## src/rtl/vga_pkg.sv

```systemverilog
`default_nettype none
// ============================================================================
// Module   : vga_pkg
// Purpose  : 640x480@60 timing constants and the 12-bit colour type.
// Revision : 1.0 - initial release
// ============================================================================
package vga_pkg;

  localparam int c_H_ACTIVE = 640;
  localparam int c_H_FP     = 16;
  localparam int c_H_SYNC   = 96;
  localparam int c_H_BP     = 48;
  localparam int c_V_ACTIVE = 480;
  localparam int c_V_FP     = 10;
  localparam int c_V_SYNC   = 2;
  localparam int c_V_BP     = 33;

  typedef struct packed {
    logic [3:0] r;
    logic [3:0] g;
    logic [3:0] b;
  } rgb_t;

  localparam rgb_t COLOR_BLACK = 12'h000;
  localparam rgb_t COLOR_WHITE = 12'hFFF;
  localparam rgb_t COLOR_RED   = 12'hF00;

endpackage
`default_nettype wire

```

## src/rtl/vga_timing.sv

```systemverilog
`default_nettype none
// ============================================================================
// Module   : vga_timing
// Purpose  : Pixel tick divider, raster counters and raw sync/active flags.
// Revision : 1.0 - initial release
// ============================================================================
module vga_timing
  import vga_pkg::*;
#(
  parameter int H_ACTIVE = c_H_ACTIVE,
  parameter int H_FP     = c_H_FP,
  parameter int H_SYNC   = c_H_SYNC,
  parameter int H_BP     = c_H_BP,
  parameter int V_ACTIVE = c_V_ACTIVE,
  parameter int V_FP     = c_V_FP,
  parameter int V_SYNC   = c_V_SYNC,
  parameter int V_BP     = c_V_BP,
  parameter int CLK_DIV  = 2
) (
  input  logic       clk,
  input  logic       rst,
  output logic       o_pix_en,
  output logic [9:0] o_hcnt,
  output logic [9:0] o_vcnt,
  output logic       o_hsync_n,
  output logic       o_vsync_n,
  output logic       o_active,
  output logic       o_frame_end
);

  localparam int c_H_TOTAL = H_ACTIVE + H_FP + H_SYNC + H_BP;
  localparam int c_V_TOTAL = V_ACTIVE + V_FP + V_SYNC + V_BP;
  localparam int c_DIV_W   = (CLK_DIV > 1) ? $clog2(CLK_DIV) : 1;
  localparam logic [c_DIV_W-1:0] c_DIV_LAST = c_DIV_W'(CLK_DIV - 1);

  logic [c_DIV_W-1:0] r_div;
  logic [9:0]         r_hcnt;
  logic [9:0]         r_vcnt;
  logic               w_pix_en;
  logic               w_line_end;
  logic               w_last_line;

  // With CLK_DIV=1 the divider sits at zero, which is also its last value.
  assign w_pix_en    = (r_div == c_DIV_LAST);
  assign w_line_end  = (r_hcnt == 10'(c_H_TOTAL - 1));
  assign w_last_line = (r_vcnt == 10'(c_V_TOTAL - 1));

  always_ff @(posedge clk or posedge rst) begin
    if (rst) begin
      r_div <= '0;
    end else if (w_pix_en) begin
      r_div <= '0;
    end else begin
      r_div <= r_div + c_DIV_W'(1);
    end
  end

  always_ff @(posedge clk or posedge rst) begin
    if (rst) begin
      r_hcnt <= '0;
      r_vcnt <= '0;
    end else if (w_pix_en) begin
      if (w_line_end) begin
        r_hcnt <= '0;
        r_vcnt <= w_last_line ? 10'd0 : r_vcnt + 10'd1;
      end else begin
        r_hcnt <= r_hcnt + 10'd1;
      end
    end
  end

  assign o_pix_en    = w_pix_en;
  assign o_hcnt      = r_hcnt;
  assign o_vcnt      = r_vcnt;
  assign o_frame_end = w_line_end && w_last_line;
  assign o_hsync_n   = !((r_hcnt >= 10'(H_ACTIVE + H_FP)) &&
                         (r_hcnt <  10'(H_ACTIVE + H_FP + H_SYNC)));
  assign o_vsync_n   = !((r_vcnt >= 10'(V_ACTIVE + V_FP)) &&
                         (r_vcnt <  10'(V_ACTIVE + V_FP + V_SYNC)));
  assign o_active    = (r_hcnt < 10'(H_ACTIVE)) && (r_vcnt < 10'(V_ACTIVE));

endmodule
`default_nettype wire

```

## src/rtl/vga_grid_renderer.sv

```systemverilog
`default_nettype none
// ============================================================================
// Module   : vga_grid_renderer
// Purpose  : 2x2 grid display with a highlighted player cell on VGA.
// Revision : 1.0 - initial release
// ============================================================================
module vga_grid_renderer
  import vga_pkg::*;
#(
  parameter int   H_ACTIVE   = c_H_ACTIVE,
  parameter int   H_FP       = c_H_FP,
  parameter int   H_SYNC     = c_H_SYNC,
  parameter int   H_BP       = c_H_BP,
  parameter int   V_ACTIVE   = c_V_ACTIVE,
  parameter int   V_FP       = c_V_FP,
  parameter int   V_SYNC     = c_V_SYNC,
  parameter int   V_BP       = c_V_BP,
  parameter int   CLK_DIV    = 2,
  parameter rgb_t PLAYER_RGB = COLOR_RED,
  parameter rgb_t GRID_RGB   = COLOR_WHITE
) (
  input  logic       Clk,
  input  logic       Reset,
  input  logic       X,
  input  logic       Y,
  output logic       HSync,
  output logic       VSync,
  output logic [3:0] Red,
  output logic [3:0] Green,
  output logic [3:0] Blue,
  output logic       Active,
  output logic [9:0] PixelX,
  output logic [9:0] PixelY,
  output logic       FrameStart
);

  logic       w_pix_en;
  logic [9:0] w_hcnt;
  logic [9:0] w_vcnt;
  logic       w_hsync_n;
  logic       w_vsync_n;
  logic       w_active;
  logic       w_frame_end;
  rgb_t       w_rgb;

  logic       r_x_q;
  logic       r_y_q;
  logic       r_hsync;
  logic       r_vsync;
  logic       r_active;
  rgb_t       r_rgb;
  logic [9:0] r_pix_x;
  logic [9:0] r_pix_y;
  logic       r_frame_start;

  vga_timing #(
    .H_ACTIVE (H_ACTIVE),
    .H_FP     (H_FP),
    .H_SYNC   (H_SYNC),
    .H_BP     (H_BP),
    .V_ACTIVE (V_ACTIVE),
    .V_FP     (V_FP),
    .V_SYNC   (V_SYNC),
    .V_BP     (V_BP),
    .CLK_DIV  (CLK_DIV)
  ) u_timing (
    .clk         (Clk),
    .rst         (Reset),
    .o_pix_en    (w_pix_en),
    .o_hcnt      (w_hcnt),
    .o_vcnt      (w_vcnt),
    .o_hsync_n   (w_hsync_n),
    .o_vsync_n   (w_vsync_n),
    .o_active    (w_active),
    .o_frame_end (w_frame_end)
  );

  // Position is captured on the very last tick so a frame never tears.
  always_ff @(posedge Clk or posedge Reset) begin
    if (Reset) begin
      r_x_q <= 1'b0;
      r_y_q <= 1'b0;
    end else if (w_pix_en && w_frame_end) begin
      r_x_q <= X;
      r_y_q <= Y;
    end
  end

  always_comb begin
    w_rgb = COLOR_BLACK;
    if (!w_active) begin
      w_rgb = COLOR_BLACK;
    end else if ((w_hcnt == 10'(H_ACTIVE/2 - 1)) || (w_hcnt == 10'(H_ACTIVE/2)) ||
                 (w_vcnt == 10'(V_ACTIVE/2 - 1)) || (w_vcnt == 10'(V_ACTIVE/2))) begin
      w_rgb = GRID_RGB;
    end else if (((w_hcnt >= 10'(H_ACTIVE/2)) == r_x_q) &&
                 ((w_vcnt <  10'(V_ACTIVE/2)) == r_y_q)) begin
      w_rgb = PLAYER_RGB;
    end
  end

  always_ff @(posedge Clk or posedge Reset) begin
    if (Reset) begin
      r_hsync       <= 1'b1;
      r_vsync       <= 1'b1;
      r_active      <= 1'b0;
      r_rgb         <= COLOR_BLACK;
      r_pix_x       <= '0;
      r_pix_y       <= '0;
      r_frame_start <= 1'b0;
    end else begin
      r_frame_start <= w_pix_en && (w_hcnt == 10'd0) && (w_vcnt == 10'd0);
      if (w_pix_en) begin
        r_hsync  <= w_hsync_n;
        r_vsync  <= w_vsync_n;
        r_active <= w_active;
        r_rgb    <= w_rgb;
        r_pix_x  <= w_hcnt;
        r_pix_y  <= w_vcnt;
      end
    end
  end

  assign HSync      = r_hsync;
  assign VSync      = r_vsync;
  assign Active     = r_active;
  assign Red        = r_rgb.r;
  assign Green      = r_rgb.g;
  assign Blue       = r_rgb.b;
  assign PixelX     = r_pix_x;
  assign PixelY     = r_pix_y;
  assign FrameStart = r_frame_start;

endmodule
`default_nettype wire

```

## config.mk

```make
export PLATFORM = sky130hd
export DESIGN_NAME = vga_grid_renderer
export DESIGN_NICKNAME = d
export VERILOG_FILES = /design/src/rtl/vga_pkg.sv /design/src/rtl/vga_timing.sv /design/src/rtl/vga_grid_renderer.sv
export SDC_FILE = /design/constraint.sdc
export NUM_CORES = 1
export LEC_CHECK = 0
export ABC_AREA = 1
export CAP_MARGIN = 0
export CORE_MARGIN = 1
export CORE_UTILIZATION = 48
export DETAILED_ROUTE_END_ITERATION = 10
export PLACE_DENSITY_LB_ADDON = 0.25
export SYNTH_ARGS = -nofsm -noshare
export SYNTH_HDL_FRONTEND = slang
export SYNTH_SLANG_ARGS = --single-unit
```

## constraint.sdc

```tcl
create_clock -name Clk -period 1.3 [get_ports Clk]
set_input_delay 0.26 -clock Clk [delete_from_list [all_inputs] [get_ports Clk]]
set_output_delay 0.26 -clock Clk [all_outputs]
set_load 0.02 [all_outputs]
```

==> impl_metrics.ini, run 1 <==
[status]
status = finished, violations left
violations = setup timing

[clocking]
clkTransAtPathRegs_ns = 0.09
cts_tree = done
clockBufferDepth = 2
h-tree-depth = 2
cts_root_buffer = clkbuf_8
cts.sinks = 49
cts_buffers = 5
clk_latency_ns = 0.31

[logic_synthesis]
synthMuxAreaShare_pct = 0
synth_area_leaders = dfrtp_1, nand2_1, nand3_1
synth_most_common_cell = nand2_1
synth_nets = 332
synth-xor-area-share_pct = 2.066
syn-cell-area_um2 = 2544
synth_common_cells = nand2_1, dfrtp_1, nor2_1
synth_edf_count = 0
ys_seq_area_share_pct = 48.30
async_flop_share_pct = 100.0
synth_top_area_share_pct = 46.24
synth_top_family_by_area = simple AND/OR/NAND/NOR gates
ys_seq_elements = 49
syn_inst = 324
synth_compound_area_share_pct = 7.427
synth_cell_types = 24
synth_top_cell_by_area = dfrtp_1
ys_warn_count = 0
yosys.area_share.adder_pct = 1.968
syn_avg_cell_area_um2 = 7.851
ys.flop_type = dfrtp_1
synth_simple_gate_area_share_pct = 29.86

[timing]
period_share_pct = 110.1
max_freq_mhz = 698.9
fin_crit_ns = 1.431
tightest_slew_ns = 0.3055
fin_ws_ns = -0.1308
finClkSkew_ns = 0.006568
rsz0062_at_grt = true
relSlewSlack_pct = 79.42
drv_slew = 0
finalSetupViolCount = 16
hold_viol = 0

[floorplanning]
die_x_um = 74.80
die_height_um = 74.80
core_area_um2 = 5107
initial_core_util_pct = 49.80
rows = 26
io_pins = 40
die_area_um2 = 5594

[finish]
diodes = 0
finalNetCount = 406
finalNonFillerCells = 469
drive_gt1_share_pct = 34.09
utilization_pct = 69.33
area_growth_syn_to_layout_pct = 39.20

[global_routing]
antenna_found_initial = 0
grt_use_total_pct = 23.38
grt_pass1_wl_mm = 9.811
grt_max_degree = 36
grt_pass1_vias = 2069
grt_overflow = 0

[worst_setup_path]
worst_path_most_repeated_cell = nand3_4
slowest_delay_ns = 0.43
worstPathBufferInverterCount = 2
arrival_ns = 1.66
path_cells = ha_4 -> nand3_4 -> inv_4 -> nand3_4 -> nor2_4 -> buf_4 -> nand2_1 -> o21ai_1
reg2regPathDepth = 8
startpoint = u_timing.o_hcnt[1]
path_depth = 8
cp.required_ns = 1.53
rr_startpoint = u_timing.o_hcnt[1]
start_kind = register
r2r_slack_ns = -0.13
crit_path_max_fanout = 3
cpMaxStageDelayCell = dfrtp_1
timing.rr.end = u_timing.o_vcnt[6]
path_class = register to register
cp-end-kind = register
critPathCapture = u_timing.o_vcnt[6]
critical-path-top-delay-family = flip-flops

[run]
drv_cap = 0

[detailed_routing]
drt_pass1_iterations = 7
drtIter0Drc = 228
drc = 0
routed_wirelength_mm = 6.829
wl_per_cell_um = 14.56
vias_per_cell = 5.252
postRouteAntennaNets = 0
via_count = 2463

[min_path]
holdCritPathClass = primary input to asynchronous set/reset pin

[power]
p_leak_nw = 1.701
ir_worst_vdd_mv = 0.5620
powerDensity_nw_per_um2 = 767.5
power_mw = 2.717

[place]
place_hpwl_mm = 4.376
portBuffers = 39
dp_cells = 446
gp_congestion = 0.9933
## how the worst min path moves through the flow
stage / from / end / slack (ns) / cells past startpoint
3_3_place_gp: PixelX[0] / PixelX[0] / 0.45 / 2
3_5_place_dp: PixelX[3] / PixelX[3] / 0.46 / 2
2_1_floorplan: Reset / Active / 0.30 / 1
4_1_cts: Reset / r_x_q / 0.35 / 3
5_1_grt: Reset / u_timing.o_vcnt[2] / 0.39 / 3
6_report: Reset / u_timing.o_vcnt[2] / 0.35 / 3
## worst reg2reg max path: stages, from the launching register on
cell     delay [ns]
dfrtp_1        0.43
ha_4           0.17
nand3_4        0.08
inv_4          0.08
nand3_4        0.10
nor2_4         0.15
buf_4          0.14
nand2_1        0.07
o21ai_1        0.11
## layer usage
layer	wire length, µm	vias up	track usage (%)
met3	434	17	3.481
met2	3285	118	36.14
met4	176	0	8.805
li1	-	1169	-
met5	0	-	0
met1	2932	1159	33.30
## area by class of cell
class	count	area, µm²
Inverter	33	136.4
Multi-Input combinational cell	222	1232
Clock inverter	1	30.03
Fill cell	406	1567
Timing Repair Buffer	87	728.2
Clock buffer	7	86.33
Sequential cell	49	1240
Tap cell	70	87.58
## cell usage in the layout (no fill, tap or decap), drive strengths merged
master	netlist	layout
nor4	1	1
inv	33	31
nor3b	1	1
ha	4	4
buf	18	62
nand2	97	97
bufinv	0	1
nand4	6	6
nand3	28	28
clkdlybuf4s50	0	3
clkdlybuf4s15	0	10
clkinvlp	0	2
nor2	39	39
o21ai	32	32
a21oi	2	2
dfstp	2	2
dlygate4sd2	0	12
xor2	6	6
clkbuf	2	7
nor3	6	6
dfrtp	47	47
## through the flow
| stage | hold WS [ns] | area [µm²] | worst slack (ns) | TNS (ns) |
|---|---|---|---|---|
| after floorplan | 0.2953 | 2570 | -0.04382 | -0.2055 |
| after global placement | 0.4544 | 3181 | -0.08526 | -1.249 |
| after detailed placement | 0.4582 | 3181 | -0.1326 | -2.238 |
| after CTS | 0.3500 | 3323 | -0.1097 | -0.8832 |
| after global routing | 0.3864 | 3541 | -0.2133 | -2.666 |
| final | 0.3461 | 3541 | -0.1308 | -1.285 |
## flip-flops by register name, indices dropped and copies added (netlist names)
signal and cells:
r_x_q 1, Red 1, Active 1, PixelX 10, u_timing.o_vcnt 10, VSync 1, r_y_q 1, FrameStart 1
HSync 1, u_timing.o_hcnt 10, u_timing.o_pix_en 1, PixelY 10, Green 1
## cells by family (layout without fill, tap and decap cells)
family / after synthesis / in the layout
buffers and inverters: 53 / 128
XOR/XNOR: 6 / 6
AO/OA/AOI/OAI: 34 / 34
adder cells (fa/ha/maj): 4 / 4
AND/OR/NAND/NOR: 178 / 178
flip-flops: 49 / 49
## report_power, final
group          switching (mW)  internal, mW
Combinational          0.0334        0.0207
Sequential                  0          1.52
Clock                   0.513         0.628
## what timing repair did
item	4_1_cts	5_1_grt
endpoints found under the setup margin	70	60
pin swaps	6	4
setup buffers	2	13
gates resized for setup	90	67
hold buffers	0	0
Note: power is estimated with default switching activity, not from simulation.
==> run 2: changes to the inputs <==
CTS_BUF_LIST = sky130_fd_sc_hd__clkbuf_8 sky130_fd_sc_hd__clkbuf_16   (was default)
==> run 2 against run 1 <==
The run still ends with setup timing left. Sequential power about the same. First-iteration DRC count decreased by 3.1%. Cell area decreased by 2.0%. Global-route usage about the same. Combinational power decreased by 0.7%. Largest power group unchanged. Highest routed layer unchanged.
==> impl_metrics.ini, run 2 (synthesis results as in run 1) <==
[status]
status = finished, violations left
violations = setup timing

[place]
dp_cells = 446
place_hpwl_mm = 4.376
portBuffers = 39
gp_congestion = 0.9933
dp_worst_setup_slack_ns = -0.1326

[timing]
relSlewSlack_pct = 81.98
drv_slew = 0
hold_viol = 0
finClkSkew_ns = 0.005919
rsz0062_at_grt = true
max_freq_mhz = 699.3
fin_ws_ns = -0.1300
tightest_slew_ns = 0.2693
fin_crit_ns = 1.430
finalSetupViolCount = 21
period_share_pct = 110.0

[floorplanning]
initial_core_util_pct = 49.80
die_height_um = 74.80
die_area_um2 = 5594
rows = 26
io_pins = 40
die_x_um = 74.80
core_area_um2 = 5107

[worst_setup_path]
slowest_delay_ns = 0.40
path_class = register to register
reg2regPathDepth = 8
crit_path_max_fanout = 3
cpMaxStageDelayCell = dfrtp_1
cp-end-kind = register
timing.rr.end = u_timing.o_vcnt[6]
r2r_slack_ns = -0.13
cp.required_ns = 1.53
rr_startpoint = u_timing.o_hcnt[1]
path_cells = ha_2 -> nand3_2 -> inv_2 -> nand3_4 -> nor2_4 -> buf_4 -> nand2_1 -> o21ai_1
start_kind = register
arrival_ns = 1.66

[clocking]
h-tree-depth = 2
clkTransAtPathRegs_ns = 0.09
hold_buffers = 0
cts_tree = done
clockBufferDepth = 2
clk_latency_ns = 0.31
cts.sinks = 49
cts_root_buffer = clkbuf_8
cts_buffers = 5

[global_routing]
grt_pass1_vias = 2064
grt_pass1_wl_mm = 9.811
antenna_found_initial = 0
grt_overflow = 0
grt_use_total_pct = 23.41
grt_max_degree = 36

[detailed_routing]
drc = 0
routed_wirelength_mm = 6.689
drt_pass1_iterations = 5
wl_per_cell_um = 14.35
postRouteAntennaNets = 0
via_count = 2392
vias_per_cell = 5.133
drtIter0Drc = 221

[finish]
final_common_cell = nand2_1
drive_gt1_share_pct = 30.81
area_growth_syn_to_layout_pct = 36.45
finalNetCount = 403
finalNonFillerCells = 466
diodes = 0
final_cell_mix = nand2_1, dfrtp_1, buf_4

[power]
powerDensity_nw_per_um2 = 785.2
p_leak_nw = 1.679
ir_worst_vdd_mv = 0.5768

[run]
drv_cap = 0

[min_path]
holdCritPathClass = primary input to asynchronous set/reset pin
run 2: cell types whose count changed in the layout (fill, tap and decap cells not counted), moves of 2 or more:
| cell | change |
|---|---|
| inv_1 | +3 |
| dfrtp_1 | +3 |
| nor2_2 | -3 |
| dfrtp_2 | -3 |
| buf_4 | -2 |
| nor2_1 | +3 |
| nand3_1 | +2 |
run 2: worst max-delay path by stage:
stage	to	start	depth (start not counted)	slack (ns)
2_1_floorplan	u_timing.o_vcnt[5]	u_timing.o_hcnt[5]	9	-0.04
3_3_place_gp	r_y_q	u_timing.o_hcnt[0]	8	-0.09
3_5_place_dp	u_timing.o_vcnt[1]	u_timing.o_vcnt[0]	7	-0.13
4_1_cts	u_timing.o_vcnt[3]	u_timing.o_vcnt[1]	7	-0.11
5_1_grt	u_timing.o_vcnt[6]	u_timing.o_hcnt[1]	8	-0.21
6_report	u_timing.o_vcnt[6]	u_timing.o_hcnt[1]	8	-0.13
run 2: per-stage QoR:
stage	TNS [ns]	hold slack, ns	instance area [µm²]	power, mW	util, %
after floorplan	-0.2055	0.2953	2570	1.576	-
final	-1.356	0.3398	3471	2.725	67.96
after global routing	-2.747	0.3813	3471	2.806	67.96
after global placement	-1.249	0.4544	3181	1.609	62.27
after CTS	-0.8867	0.3500	3328	2.728	65.16
after detailed placement	-2.238	0.4582	3181	1.610	62.27
run 2: power by group:
group	internal [mW]	switching, mW
Sequential	1.52	0
Clock	0.620	0.528
Combinational	0.0207	0.0330
Total	2.16	0.561
run 2: worst max-delay path, delay by kind of cell (launching register included):
kind	cells	cell delay (ns)
flops	1	0.40
fa+ha+maj	1	0.20
buf+inv	2	0.24
compound gates	1	0.10
simple gates	4	0.41
run 2: timing repair:
action                     in CTS  in global routing
setup buffers                   2                 10
setup endpoints to repair      70                 60
resized for setup              91                 51
pin swaps                       6                  4
run 2: area by class of cell:
type	instances	area [µm²]
clock buffer	6	82.58
clock inverter	2	33.78
fill	414	1637
inverter	33	133.9
multi-input combinational	222	1195
sequential	49	1236
tap	70	87.58
timing repair buffer	84	701.9
run 2: metal layers:
metal	routed length [µm]	track usage [%]
met5	0	0
met2	3156	36.24
met3	444	3.481
met1	2945	33.30
met4	143	8.805
==> run 3: changes to the inputs <==
ABC_AREA = default   (was 1)
==> run 3 against run 2 <==
The run still ends with setup timing left. Global-route usage up 6.3 points. Critical path depth down 1. Critical endpoint is now u_timing.o_vcnt[0]. Combinational power up 35%. Fmax down 21%. Routed wire length up 25%. Worst hold slack better by 0.0094 ns. Clock skew up 0.0095 ns. Critical path type unchanged. First-iteration DRC count down 4.5%. Flip-flop and latch count unchanged.
==> impl_metrics.ini, run 3 <==
[status]
status = finished, violations left
violations = setup timing

[power]
seqPwrFrac_pct = 55.4
powerDensity_nw_per_um2 = 690.6
p_leak_nw = 1.910
p_int_mw = 2.181
netSwitchingPower_mw = 0.5854
p_sw_share_pct = 21.16
comb_power_share_pct = 2.6
clkPwrFrac_pct = 42.0
ir_worst_vdd_mv = 0.7795

[timing]
drv_slew = 0
rsz0062_at_grt = true
finClkSkew_ns = 0.01540
fin_hold_ws_ns = 0.3492
fin_crit_ns = 1.815
fin_ws_ns = -0.5154
hold_viol = 0
relSlewSlack_pct = 79.10
period_share_pct = 139.6
fin_tns_setup_ns = -8.216
max_freq_mhz = 550.9
finalSetupViolCount = 25
tightest_slew_ns = 0.3127

[finish]
finalNetCount = 333
drive_gt1_share_pct = 57.67
final_area_um2 = 4006
diodes = 0
final_common_cell = buf_4
final_cell_mix = buf_4, dfrtp_1, buf_6
area_growth_syn_to_layout_pct = 63.87

[detailed_routing]
wl_per_cell_um = 21.36
vias_per_cell = 5.626
postRouteAntennaNets = 0
via_count = 2211
drt_pass1_iterations = 5
drc = 0
routed_wirelength_mm = 8.394
drtIter0Drc = 211

[floorplanning]
rows = 25
die_height_um = 73.37
initial_core_util_pct = 50.75
die_area_um2 = 5383
die_x_um = 73.37
io_pins = 40
core_area_um2 = 4817

[clocking]
clkTransAtPathRegs_ns = 0.10
hold_buffers = 0
cts.sinks = 49
h-tree-depth = 2
cts_tree = done
cts_buffers = 5
clockBufferDepth = 2
clk_latency_ns = 0.32
cts_root_buffer = clkbuf_8

[worst_setup_path]
r2r_slack_ns = -0.52
path_cells = inv_2 -> ha_4 -> nor4b_4 -> nor3b_4 -> buf_6 -> nor2_2 -> mux2_4
critical-path-top-delay-family = simple AND/OR/NAND/NOR gates
timing.rr.end = u_timing.o_vcnt[0]
cpMaxStageDelayCell = dfrtp_1
arrival_ns = 2.02
cp-end-kind = register
start_kind = register
rr_startpoint = u_timing.o_vcnt[0]
worstPathBufferInverterCount = 2
cp.required_ns = 1.51
reg2regPathDepth = 7
path_class = register to register
slowest_delay_ns = 0.40
crit_path_max_fanout = 5

[global_routing]
grt_overflow = 0
grt_use_total_pct = 29.74
grt_max_degree = 50
antenna_found_initial = 0
grt_pass1_vias = 2260
grt_pass1_wl_mm = 11.59

[logic_synthesis]
synth_nets = 225
syn_inst = 217
synth-xor-area-share_pct = 4.299
yosys.area_share.adder_pct = 2.047
synth_top_family_by_area = simple AND/OR/NAND/NOR gates
syn-cell-area_um2 = 2445
ys_warn_count = 0
synthMuxAreaShare_pct = 11.05
synth_cell_types = 50
synth_top_area_share_pct = 48.11
synth_common_cells = dfrtp_1, mux2_2, nor2_1
synth_area_leaders = dfrtp_1, mux2_2, buf_4
synth_compound_area_share_pct = 6.602
ys_seq_area_share_pct = 50.26
synth_top_cell_by_area = dfrtp_1
ys_seq_elements = 49
syn_avg_cell_area_um2 = 11.27
ys.flop_type = dfrtp_1
synth_simple_gate_area_share_pct = 18.47
synth_most_common_cell = dfrtp_1
async_flop_share_pct = 100.0
synth_edf_count = 0

[run]
drv_cap = 0

[place]
place_hpwl_mm = 3.890
gp_congestion = 0.8667
portBuffers = 39
placed_area_um2 = 3249

[min_path]
holdCritPathClass = primary input to asynchronous set/reset pin
run 3: worst max-delay path by stage:
stage,from,depth (start not counted),to
5_1_grt,u_timing.o_vcnt[1],7,u_timing.o_vcnt[0]
4_1_cts,u_timing.o_vcnt[0],7,u_timing.o_vcnt[0]
3_3_place_gp,u_timing.o_vcnt[0],7,Red[2]
6_report,u_timing.o_vcnt[0],7,u_timing.o_vcnt[0]
2_1_floorplan,u_timing.o_hcnt[6],6,u_timing.o_vcnt[9]
3_5_place_dp,u_timing.o_vcnt[0],7,Red[2]
run 3: metal layers:
layer	share of wire, %	vias to the layer above	GRT usage (%)
met5	0	-	0
met4	3.3	0	13.89
met3	8.3	27	6.859
met2	48	123	47.84
met1	40	1096	38.18
li1	-	965	-
run 3: cells by family (layout without fill, tap and decap cells):
family	Yosys count	in the layout
simple gates	72	72
buf+inv	32	141
compound gates	24	24
flops	49	49
fa+ha+maj	4	4
xor+xnor	12	12
mux	24	24
run 3: power by group through the flow:
stage,combinational [mW],clock [mW],sequential [mW]
6_report,0.0726,1.16,1.53
5_1_grt,0.0817,1.24,1.53
4_1_cts,0.0750,1.15,1.53
3_5_place_dp,0.0763,0,1.56
3_3_place_gp,0.0756,0,1.56
2_1_floorplan,0.0420,0,1.56
run 3: metrics by stage:
| step | setup WS, ns | utilization, % | cells | power, mW |
|---|---|---|---|---|
| floorplan | -0.5267 | - | 217 | 1.605 |
| global placement | -0.4550 | 67.45 | 355 | 1.637 |
| detailed placement | -0.4852 | 67.45 | 355 | 1.639 |
| CTS | -0.3987 | 77.69 | 384 | 2.761 |
| global route | -0.5579 | 83.17 | 393 | 2.851 |
| finish | -0.5154 | 83.17 | 393 | 2.767 |
run 3: what timing repair did:
item / CTS / global route
setup endpoints to repair: 68 / 66
gates cloned: 1 / 0
pin swaps: 26 / 18
buffers inserted: 25 / 14
gates resized for setup: 140 / 76
run 3: layout make-up:
type,count,area (µm²)
clock buffers,6,82.58
well taps,67,83.83
inverters,9,37.54
fillers,250,810.8
multi-input cells,136,1363
repair buffers,124,1169
clock inverters,2,37.54
flip-flops and latches,49,1234
run 3: worst register-to-register path, cell delays in order (launching register included):
cell and delay, ns:
dfrtp_1 0.40, inv_2 0.09, ha_4 0.14, nor4b_4 0.24, nor3b_4 0.35, buf_6 0.17
nor2_2 0.04, mux2_4 0.26
